==> src/rtl/bus_pkg.sv <==
// Shared definitions for the serial system-bus ports: state encoding, default width, line levels.
// Latency: n/a (types and constants only).
// Backpressure: n/a. The PARITY state exists only when SLAVE_OUT_PARITY_EN is defined.
package bus_pkg;

  // Frame sequencer states; PARITY is only present in parity-enabled builds.
`ifdef SLAVE_OUT_PARITY_EN
  typedef enum logic [2:0] {
    IDLE,
    WAIT_MASTER,
    START,
    DATA,
    PARITY,
    DONE
  } port_state_t;
`else
  typedef enum logic [2:0] {
    IDLE,
    WAIT_MASTER,
    START,
    DATA,
    DONE
  } port_state_t;
`endif

  localparam int   DEFAULT_DATA_WIDTH = 8;
  localparam logic IDLE_LINE          = 1'b1;
  localparam logic START_BIT          = 1'b0;

endpackage

==> src/rtl/piso_shift_reg.sv <==
// Parallel-in serial-out register: loads a word, shifts right, presents bit 0 as the serial bit.
// Latency: load or shift takes effect on the next rising edge; sout follows q[0] directly.
// Backpressure: none; the controlling FSM decides when to load and shift.
module piso_shift_reg #(
  parameter int WIDTH = 8
) (
  input  logic             clk,
  input  logic             reset,
  input  logic             load,
  input  logic             shift,
  input  logic [WIDTH-1:0] din,
  output logic             sout
);

  logic [WIDTH-1:0] q;

  assign sout = q[0];

  // Load has priority over shift; zero is shifted into the MSB.
  always_ff @(posedge clk) begin
    if (reset) begin
      q <= '0;
    end else if (load) begin
      q <= din;
    end else if (shift) begin
      q <= {1'b0, q[WIDTH-1:1]};
    end
  end

endmodule

==> src/rtl/slave_out_serial_port.sv <==
// Slave return-path transmitter: captures a word, waits for master_ready, sends start bit + LSB-first data.
// Latency: start bit one cycle after master_ready is sampled, tx_done DATA_WIDTH+2 cycles after it.
// Backpressure: slave_ready high only in IDLE; master_ready only gates the start. SLAVE_OUT_PARITY_EN adds an even-parity bit.
module slave_out_serial_port
  import bus_pkg::*;
#(
  parameter int DATA_WIDTH = DEFAULT_DATA_WIDTH
) (
  input  logic                  clk,
  input  logic                  reset,
  input  logic [DATA_WIDTH-1:0] data_in,
  input  logic                  master_ready,
  input  logic                  slave_valid,
  output logic                  slave_ready,
  output logic                  tx_data,
  output logic                  tx_done
);

  // Wide enough to hold DATA_WIDTH itself, so the count never wraps inside a frame.
  localparam int              CNT_W    = $clog2(DATA_WIDTH) + 1;
  localparam logic [CNT_W-1:0] LAST_CNT = CNT_W'(DATA_WIDTH);

  port_state_t      state;
  logic [CNT_W-1:0] bit_cnt;
  logic             sr_load;
  logic             sr_shift;
  logic             sr_out;
`ifdef SLAVE_OUT_PARITY_EN
  logic             par_bit;
`endif

  // Capture only from IDLE; shift every time a data bit is moved onto the registered line.
  assign sr_load  = (state == IDLE) && slave_valid;
  assign sr_shift = (state == START) || ((state == DATA) && (bit_cnt != LAST_CNT));

  piso_shift_reg #(
    .WIDTH(DATA_WIDTH)
  ) u_shift (
    .clk  (clk),
    .reset(reset),
    .load (sr_load),
    .shift(sr_shift),
    .din  (data_in),
    .sout (sr_out)
  );

  // Frame sequencer; every output is registered, so the line shows the value chosen on the previous edge.
  always_ff @(posedge clk) begin
    if (reset) begin
      state       <= IDLE;
      slave_ready <= 1'b1;
      tx_data     <= IDLE_LINE;
      tx_done     <= 1'b0;
      bit_cnt     <= '0;
`ifdef SLAVE_OUT_PARITY_EN
      par_bit     <= 1'b0;
`endif
    end else begin
      tx_done <= 1'b0;
      case (state)
        IDLE: begin
          tx_data <= IDLE_LINE;
          if (slave_valid) begin
            state       <= WAIT_MASTER;
            slave_ready <= 1'b0;
            bit_cnt     <= '0;
`ifdef SLAVE_OUT_PARITY_EN
            par_bit     <= ^data_in;
`endif
          end
        end
        WAIT_MASTER: begin
          if (master_ready) begin
            state   <= START;
            tx_data <= START_BIT;
          end
        end
        START: begin
          // Bit 0 goes on the line as START ends; the counter tracks bits already sent.
          state   <= DATA;
          tx_data <= sr_out;
          bit_cnt <= bit_cnt + CNT_W'(1);
        end
        DATA: begin
          if (bit_cnt == LAST_CNT) begin
`ifdef SLAVE_OUT_PARITY_EN
            state   <= PARITY;
            tx_data <= par_bit;
`else
            state   <= DONE;
            tx_data <= IDLE_LINE;
            tx_done <= 1'b1;
`endif
          end else begin
            tx_data <= sr_out;
            bit_cnt <= bit_cnt + CNT_W'(1);
          end
        end
`ifdef SLAVE_OUT_PARITY_EN
        PARITY: begin
          state   <= DONE;
          tx_data <= IDLE_LINE;
          tx_done <= 1'b1;
        end
`endif
        DONE: begin
          state       <= IDLE;
          slave_ready <= 1'b1;
          tx_data     <= IDLE_LINE;
        end
        default: begin
          state       <= IDLE;
          slave_ready <= 1'b1;
          tx_data     <= IDLE_LINE;
        end
      endcase
    end
  end

endmodule

==> config.mk <==
export PLATFORM = sky130hd
export DESIGN_NAME = slave_out_serial_port
export DESIGN_NICKNAME = d
export VERILOG_FILES = /design/src/rtl/bus_pkg.sv /design/src/rtl/piso_shift_reg.sv /design/src/rtl/slave_out_serial_port.sv
export SDC_FILE = /design/constraint.sdc
export NUM_CORES = 1
export LEC_CHECK = 0
export BUFFER_PORTS_ARGS = -buffer_cell sky130_fd_sc_hd__buf_4
export CAP_MARGIN = 10
export CORE_MARGIN = 5
export CORE_UTILIZATION = 56
export DETAILED_ROUTE_END_ITERATION = 6
export PLACE_DENSITY = 0.8
export SLEW_MARGIN = 20
export SYNTH_ARGS = -nofsm -noshare
export SYNTH_HDL_FRONTEND = slang
export SYNTH_SLANG_ARGS = --single-unit
==> constraint.sdc <==
create_clock -name clk -period 3.6 [get_ports clk]
set_input_delay 0.18 -clock clk [delete_from_list [all_inputs] [get_ports clk]]
set_output_delay 0.18 -clock clk [all_outputs]
set_load 0.01 [all_outputs]
# ---- Word level (Yosys, flattened, before mapping)
# Index checks and enable logic that the tools add are counted.
dict set report op_classes {
  n_addsub 1
  n_eq_ne 9
  n_mux 15
  bitwise_logic 2
  reduce_logical 11
}
# cell n
set op_table {}
lappend op_table {{2-to-1 mux 8 bit} 2}
lappend op_table {{case mux 3 bit (4 select lines)} 1}
lappend op_table {{case mux 4 bit (3 select lines)} 1}
lappend op_table {{2-to-1 mux 3 bit} 3}
lappend op_table {{2-to-1 mux 4 bit} 2}
lappend op_table {{== test 3 x 2 -> 1 bit, second input constant} 2}
lappend op_table {{!= test 2 bit, second input constant} 3}
lappend op_table {{AND reduction 3 bit} 2}
lappend op_table {{adder 4 x 1 -> 4 bit, second input constant} 1}
lappend op_table {{== test 4 bit, second input constant} 1}
lappend op_table {{2-to-1 mux 1 bit} 4}
lappend op_table {{!= test 4 bit, second input constant} 1}
lappend op_table {{== test 3 x 1 -> 1 bit, second input constant} 1}
lappend op_table {{logical NOT 3 bit} 1}
lappend op_table {{case mux 1 bit (3 select lines)} 1}
lappend op_table {{nonzero test 3 bit} 1}
lappend op_table {{OR reduction 3 bit} 1}
lappend op_table {{logical AND 1 bit} 2}
lappend op_table {{!= test 2 x 1 -> 1 bit, second input constant} 1}
lappend op_table {{NOT 1 bit} 2}
lappend op_table {{case mux 1 bit (2 select lines)} 1}
lappend op_table {{AND reduction 2 bit} 1}
lappend op_table {{nonzero test 2 bit} 1}
lappend op_table {{OR reduction 2 bit} 1}
lappend op_table {{logical OR 1 bit} 1}
dict set report word_totals {
  reg_bits 18
  in_bits 12
  out_inout_bits 3
}

# ---- Longest topological paths before layout
# Gate-level depths: netlist of the first run.
dict set report depth {
  ltp_word 5
  ltp_mapped 7
}

# ---- Cells and area by module
# From an unflattened synthesis of the first run, not the netlist that was laid out.
dict set report hier_totals {
  hier_cells 88
  area_unflattened_um2 857.1
}
# module n_inst cells_each area_each_um2 seq_area_each_um2
set modules_own_cells {}
lappend modules_own_cells {slave_out_serial_port 1 53 488.0 200.2}
lappend modules_own_cells {piso_shift_reg 1 35 369.1 160.2}

# ---- Worst setup path before layout of the first run
# Ideal clock, no wire load.
dict set report synth_timing {
  path_type {reg-to-reg}
  from {register bit_cnt[0]}
  to {register u_shift.q[0]}
  setup_ns 0.119
  arrival_ns 1.476
  t_required_ns 3.481
  slack_ns 2.005
  stages_incl_launch_ff 8
  period_less_slack_ns 1.595
  cell_sequence {dfxtp_1 inv_1 ha_1 and4b_4 or3_1 buf_4 mux2i_1 a21oi_1}
}
dict set report synth_via {
  elab_chain_cells 4
}
# item line_no
set synth_rtl {}
lappend synth_rtl {{start, declared} slave_out_serial_port.sv:24} ;# logic [CNT_W-1:0] bit_cnt;
lappend synth_rtl {{start signal, assigned} slave_out_serial_port.sv:82} ;# bit_cnt <= bit_cnt + CNT_W'(1);
lappend synth_rtl {{start signal, assigned} slave_out_serial_port.sv:96} ;# bit_cnt <= bit_cnt + CNT_W'(1);
lappend synth_rtl {{!= test 4 bit} slave_out_serial_port.sv:34} ;# assign sr_shift = (state == START) || ((state == DATA) && (bit_cnt != LAST_CNT));
lappend synth_rtl {{logical AND 1 bit} slave_out_serial_port.sv:34}
lappend synth_rtl {{logical OR 1 bit} slave_out_serial_port.sv:34}
lappend synth_rtl {{nonzero test 2 bit (no source line)} n/a}
lappend synth_rtl {{end signal, assigned} piso_shift_reg.sv:24} ;# q <= din;
lappend synth_rtl {{end signal, assigned} piso_shift_reg.sv:26} ;# q <= {1'b0, q[WIDTH-1:1]};
lappend synth_rtl {{end, declared} piso_shift_reg.sv:15} ;# logic [WIDTH-1:0] q;
# No other way between the ends.
# A chain may end at the register's enable or synchronous reset.

# ---- Worst setup path in the final report of the first run
dict set report layout_timing {
  from {register bit_cnt[0]}
  to {register u_shift.q[2]}
}
# Same word-level chain as after synthesis.

==> impl_metrics.yaml, run 1 <==
run_status:
  status: "completed"
worst_setup_path:
  r2r_setup_slack_ns: 1.83
  endpoint_kind: "flip-flop"
  cp_max_fo: 8
  critical_path_class: "flip-flop to flip-flop"
  start_kind: "flip-flop"
  cp.required_ns: 3.79
  worstPathArrival_ns: 1.96
job:
  cap_violations: 0
placed_design:
  dp_hpwl_um: 1100
  place_ws_ns: 1.81
  placed_area_um2: 922
  portBuffers: 14
  gp_congestion: 0.725
layout:
  drive_gt1_share_pct: 22.1
  final_util_pct: 65.9
  fin_area_um2: 958
  nNetsFinal: 119
  area_growth_pct: 14.3
  diodes: 0
synth:
  synth_edf_count: 0
  synthFlopType: "dfxtp_1"
  synth_area_um2: 838
  synthTopCellsByArea: "dfxtp_1 43%, mux2i_1 9.6%, a21oi_1 5.4%"
  synth_top_area_cell: "dfxtp_1"
  yosysMostFrequentCell: "dfxtp_1"
  ys_ff_latch: 18
  async_flop_share_pct: 0
  synthDominantCellAreaShare_pct: 43.0
  synth_area_per_cell_um2: 9.31
  synth_cells: 90
  synth_nets: 104
  ys_seq_area_share_pct: 43.0
  synth_common_cells: "18 x dfxtp_1, 9 x a21oi_1, 8 x mux2i_1, 8 x nor2_1, 8 x o21ai_0"
  synth_warnings: 0
  yosysUniqueCellTypes: 27
routing:
  met3_wirelength_um: 40
  top_layer_used: "met4"
  drc: 0
  wl_per_cell_um: 12.2
  vias: 670
  drt_iter0_markers: 14
  wl_met2_um: 731
  met1_length_um: 653
  dr.pass1.iters: 4
  routed_wl_um: 1470
  viasPerCell: 5.58
  drtAntennaViolNets: 0
power:
  switching_power_mw: 0.111
  power_frac_seq_pct: 53.4
  max-vdd-ir-drop_mv: 0.268
  intPower_mw: 0.315
  switching_share_pct: 26.0
  p_leak_nw: 0.444
  power.share.clock_pct: 28.7
  power_frac_comb_pct: 17.9
  power_density_mw_per_mm2: 444
global_route:
  antenna_found_initial: 0
  grt.total_usage_pct: 14.2
  grt_max_degree: 20
  grt_pass1_wl_um: 2720
  grt_overflow: 0
  grt_pass1_vias: 667
clocking:
  cts.repair.resized: 0
  clkSlewWorstSetupHoldPaths_ns: 0.10
  cts_max_level: 1
  cts.root.buffer_cell: "clkbuf_4"
  cts_buffers: 3
  cts_sinks: 18
  post_cts_buffers: 0
  holdBufCountCts: 0
  clk_latency_ns: 0.29
  cts_tree: "built"
  cts_buffer_depth: 2
sta:
  worst_hold_slack_ns: 0.0983
  postLayoutSetupSlackWorst_ns: 1.83
  tightest_slew_ns: 0.568
  timing.max_slew.rel_slack_pct: 61.8
  hold_viol: 0
  slew_viol_final: 0
  fin_setup_tns_ns: 0
  fin_skew_ns: 0.00805
  period_minus_slack_ns: 1.77
  max_freq_ghz: 0.564
  setup_violations: 0
  period_share_pct: 49.3
  rsz0062_at_grt: "false"
die:
  core-area_mm2: 0.00145
  core.rowCount: 14
  die_y_um: 48.7
  initial_core_util_pct: 57.7
  pin_count: 15
  die_width_um: 48.7
  dieArea_mm2: 0.00237
min_path:
  hold_path_class: "input port to flip-flop"
==> power by group through the flow <==
stage                     combinational (mW)  clock [mW]  sequential, mW
final                                 0.0761       0.122           0.227
after global routing                  0.0871       0.138           0.230
after CTS                             0.0771       0.124           0.227
after detailed placement              0.0765           0           0.232
after global placement                0.0739           0           0.231
after floorplan                       0.0594           0           0.230
==> metrics by stage <==
| stage | power [mW] | std cells |
|---|---|---|
| global route | 0.455 | 120 |
| global placement | 0.305 | 116 |
| finish | 0.426 | 120 |
| CTS | 0.429 | 120 |
| detailed placement | 0.309 | 116 |
| floorplan | 0.290 | 90 |
==> worst paths after layout <==
kind               start      endpoint  cells after the start
max           bit_cnt[0]  u_shift.q[2]                      6
min                reset  u_shift.q[7]                      2
max reg2reg   bit_cnt[0]  u_shift.q[2]                      6
min reg2reg  slave_ready   slave_ready                      2
==> registers in the layout, indices dropped and copies added (netlist names) <==
signal / cells
state: 3
bit_cnt: 4
tx_data: 1
tx_done: 1
slave_ready: 1
u_shift.q: 8
==> layout by cell type (no fill, tap or decap), drive strengths merged <==
master | netlist | final
dfxtp | 18 | 18
buf | 4 | 14
o21ai | 10 | 10
a21oi | 9 | 9
nor2 | 8 | 8
mux2i | 8 | 8
inv | 6 | 6
nor3 | 4 | 4
nand2 | 4 | 4
clkbuf | 0 | 4
nand3 | 2 | 2
a31o | 2 | 2
a31oi | 2 | 2
ha | 2 | 2
nor4 | 2 | 2
and4b | 1 | 1
and3 | 1 | 1
nor2b | 1 | 1
or4b | 1 | 1
xnor2 | 1 | 1
or3 | 1 | 1
and2 | 1 | 1
o31a | 1 | 1
nor3b | 1 | 1
==> metal layers <==
layer,vias up,GRT usage (%)
met5,-,0
met4,0,9.42
met3,4,3.07
met2,8,22.6
met1,313,16.8
li1,345,-
==> worst max-delay path, stage by stage (launching register included) <==
cell and delay [ns]:
dfxtp_1 0.40, inv_1 0.06, ha_1 0.19, and4b_4 0.23, or3_1 0.50, mux2i_1 0.22, a21oi_1 0.08
==> cell type report <==
cell class	instances	area (um2)
clock buffers	4	36.3
fillers	123	495
inverters	6	22.5
multi-input cells	62	414
flip-flops and latches	18	360
well taps	16	20.0
repair buffers	14	105
==> cells by family after synthesis <==
group	count (synthesis)	synth area share (%)
simple gates	27	19.7
compound gates	24	16.1
flops	18	43.0
buf+inv	10	7.61
mux	8	9.55
fa+ha+maj	2	2.98
xor+xnor	1	1.04
Power figures use the tool's default switching activity.
==> run 2, diff against run 1 <==
--- a/config.mk
+++ b/config.mk
@@ -8,9 +8,9 @@
 export BUFFER_PORTS_ARGS = -buffer_cell sky130_fd_sc_hd__buf_4
 export CAP_MARGIN = 10
 export CORE_MARGIN = 5
-export CORE_UTILIZATION = 56
+export CORE_UTILIZATION = 47
 export DETAILED_ROUTE_END_ITERATION = 6
-export PLACE_DENSITY = 0.8
+export PLACE_DENSITY = 0.72
 export SLEW_MARGIN = 20
 export SYNTH_ARGS = -nofsm -noshare
 export SYNTH_HDL_FRONTEND = slang
==> constraint.sdc (replaced) <==
create_clock -name clk -period 1.5 [get_ports clk]
set_input_delay 0.075 -clock clk [delete_from_list [all_inputs] [get_ports clk]]
set_output_delay 0.075 -clock clk [all_outputs]
set_load 0.01 [all_outputs]
==> impl_metrics.yaml, run 2 (same netlist as run 1, synthesis figures left out) <==
sta:
  rsz0062_at_grt: "true"
  postLayoutSetupSlackWorst_ns: -0.0588
  setup_violations: 6
  fin_setup_tns_ns: -0.119
  tightest_slew_ns: 0.277
  hold_viol: 0
  slew_viol_final: 0
  max_freq_ghz: 0.642
  period_share_pct: 104
  period_minus_slack_ns: 1.56
  fin_skew_ns: 0.00570
  timing.max_slew.rel_slack_pct: 81.5
layout:
  diodes: 0
  register_area_um2: 365
  top_register: "u_shift.q"
  layout_common_cells: "26 x buf_4, 14 x dfxtp_1, 8 x nor2_1, 8 x o21ai_0"
  nNetsFinal: 133
  n_fill_cell: 153
  largest_reg_flops: 8
  area_growth_pct: 35.1
  top_regs: "u_shift.q x8, bit_cnt x4, state x3"
  final_cells: 143
  drive_gt1_share_pct: 41.5
  multi_input_area_um2: 452
  mostFrequentLayoutCell: "buf_4"
die:
  initial_core_util_pct: 49.1
  core-area_mm2: 0.00171
  die_y_um: 52.2
  dieArea_mm2: 0.00273
  pin_count: 15
  die_width_um: 52.2
  core.rowCount: 15
global_route:
  grt_overflow: 0
  grt.total_usage_pct: 14.7
  antenna_found_initial: 0
  grt_pass1_vias: 699
  grt_max_degree: 12
  grt_pass1_wl_um: 2910
routing:
  dr.pass1.iters: 4
  vias: 723
  wl_per_cell_um: 12.6
  routed_wl_um: 1800
  drt_iter0_markers: 15
  drc: 0
  drtAntennaViolNets: 0
  viasPerCell: 5.06
worst_setup_path:
  slowest_delay_ns: 0.41
  slowest_stage: "or3_4"
  endpoint_kind: "flip-flop"
  ff2ff_path_depth: 6
  start_kind: "flip-flop"
  worstPathArrival_ns: 1.75
  cp_max_fo: 8
  cp.required_ns: 1.69
  cp_cell_sequence: "inv_2 > ha_4 > and4b_4 > or3_4 > mux2i_2 > a21oi_1"
  critical_path_class: "flip-flop to flip-flop"
clocking:
  clk_latency_ns: 0.29
  cts_buffer_depth: 2
  cts_buffers: 3
  cts_max_level: 1
  clkSlewWorstSetupHoldPaths_ns: 0.11
  cts_tree: "built"
  cts_sinks: 18
  cts.root.buffer_cell: "clkbuf_4"
run_status:
  status: "complete, but fails checks"
  violations: "setup timing"
placed_design:
  portBuffers: 14
  dp_hpwl_um: 1270
  gp_congestion: 0.783
  placed_cells: 138
power:
  power_density_mw_per_mm2: 984
  p_leak_nw: 0.519
  max-vdd-ir-drop_mv: 0.645
min_path:
  worstHoldPathCells: 3
  hold_path_class: "input port to flip-flop"
job:
  cap_violations: 0
## run 2: cell count changes in the layout (fill, tap and decap cells not counted), moves of 2 or more
cell     before  now
buf_4        14   26
a21oi_1       9    7
dfxtp_2       0    4
a21oi_2       0    2
dfxtp_1      18   14
inv_1         6    4
inv_2         0    2
## run 2: what timing repair did
action / 4_1_cts / 5_1_grt
endpoints found under the hold margin: 4 / 0
gates resized for setup: 1 / 8
pin swaps: 4 / 5
hold buffers: 1 / 0
setup buffers: 1 / 0
endpoints found under the setup margin: 12 / 12
## run 2: routing by layer
metal / global-route usage (%) / share of wire (%)
met1: 16.2 / 45
met4: 8.94 / 0.95
met2: 25.7 / 51
met5: 0 / 0
met3: 2.85 / 2.3
## run 2: per-stage QoR
| step | power, mW | setup slack, ns | utilization [%] | cell area (um2) | hold WS, ns |
|---|---|---|---|---|---|
| after detailed placement | 0.802 | -0.0864 | 62.0 | 1060 | 0.297 |
| after global routing | 1.18 | -0.126 | 66.3 | 1130 | 0.0626 |
| after CTS | 1.11 | -0.0893 | 65.3 | 1120 | 0.0414 |
| after global placement | 0.793 | -0.0463 | 62.0 | 1060 | 0.298 |
| after floorplan | 0.705 | -0.0328 | - | 857 | 0.147 |
| final | 1.11 | -0.0588 | 66.3 | 1130 | 0.0496 |
## run 2: report_power, final
group / internal [mW] / switching, mW / total [mW]
Sequential: 0.521 / 0.0297 / 0.550
Combinational: 0.147 / 0.114 / 0.261
Clock: 0.148 / 0.155 / 0.303
## run 2: worst paths after layout
kind	startpoint	endpoint	slack, ns
setup / recovery	bit_cnt[1]	u_shift.q[2]	-0.06
hold reg to reg	slave_ready	slave_ready	0.50
setup reg to reg	bit_cnt[1]	u_shift.q[2]	-0.06
hold / removal	data_in[5]	u_shift.q[5]	0.05
## run 2: final cells by class
| cell class | count | share of cell area (%) |
|---|---|---|
| multi-input cells | 62 | 39.9 |
| flip-flops and latches | 18 | 32.3 |
| repair buffers | 28 | 19.9 |
| clock buffers | 4 | 3.20 |
| well taps | 25 | 2.76 |
| inverters | 6 | 1.99 |
## run 2: critical path: cells and delay by family (launching register included)
kind	cells	cell delay [ns]
compound gates	1	0.09
fa+ha+maj	1	0.14
buf+inv	1	0.04
flops	1	0.35
mux	1	0.21
simple gates	2	0.63
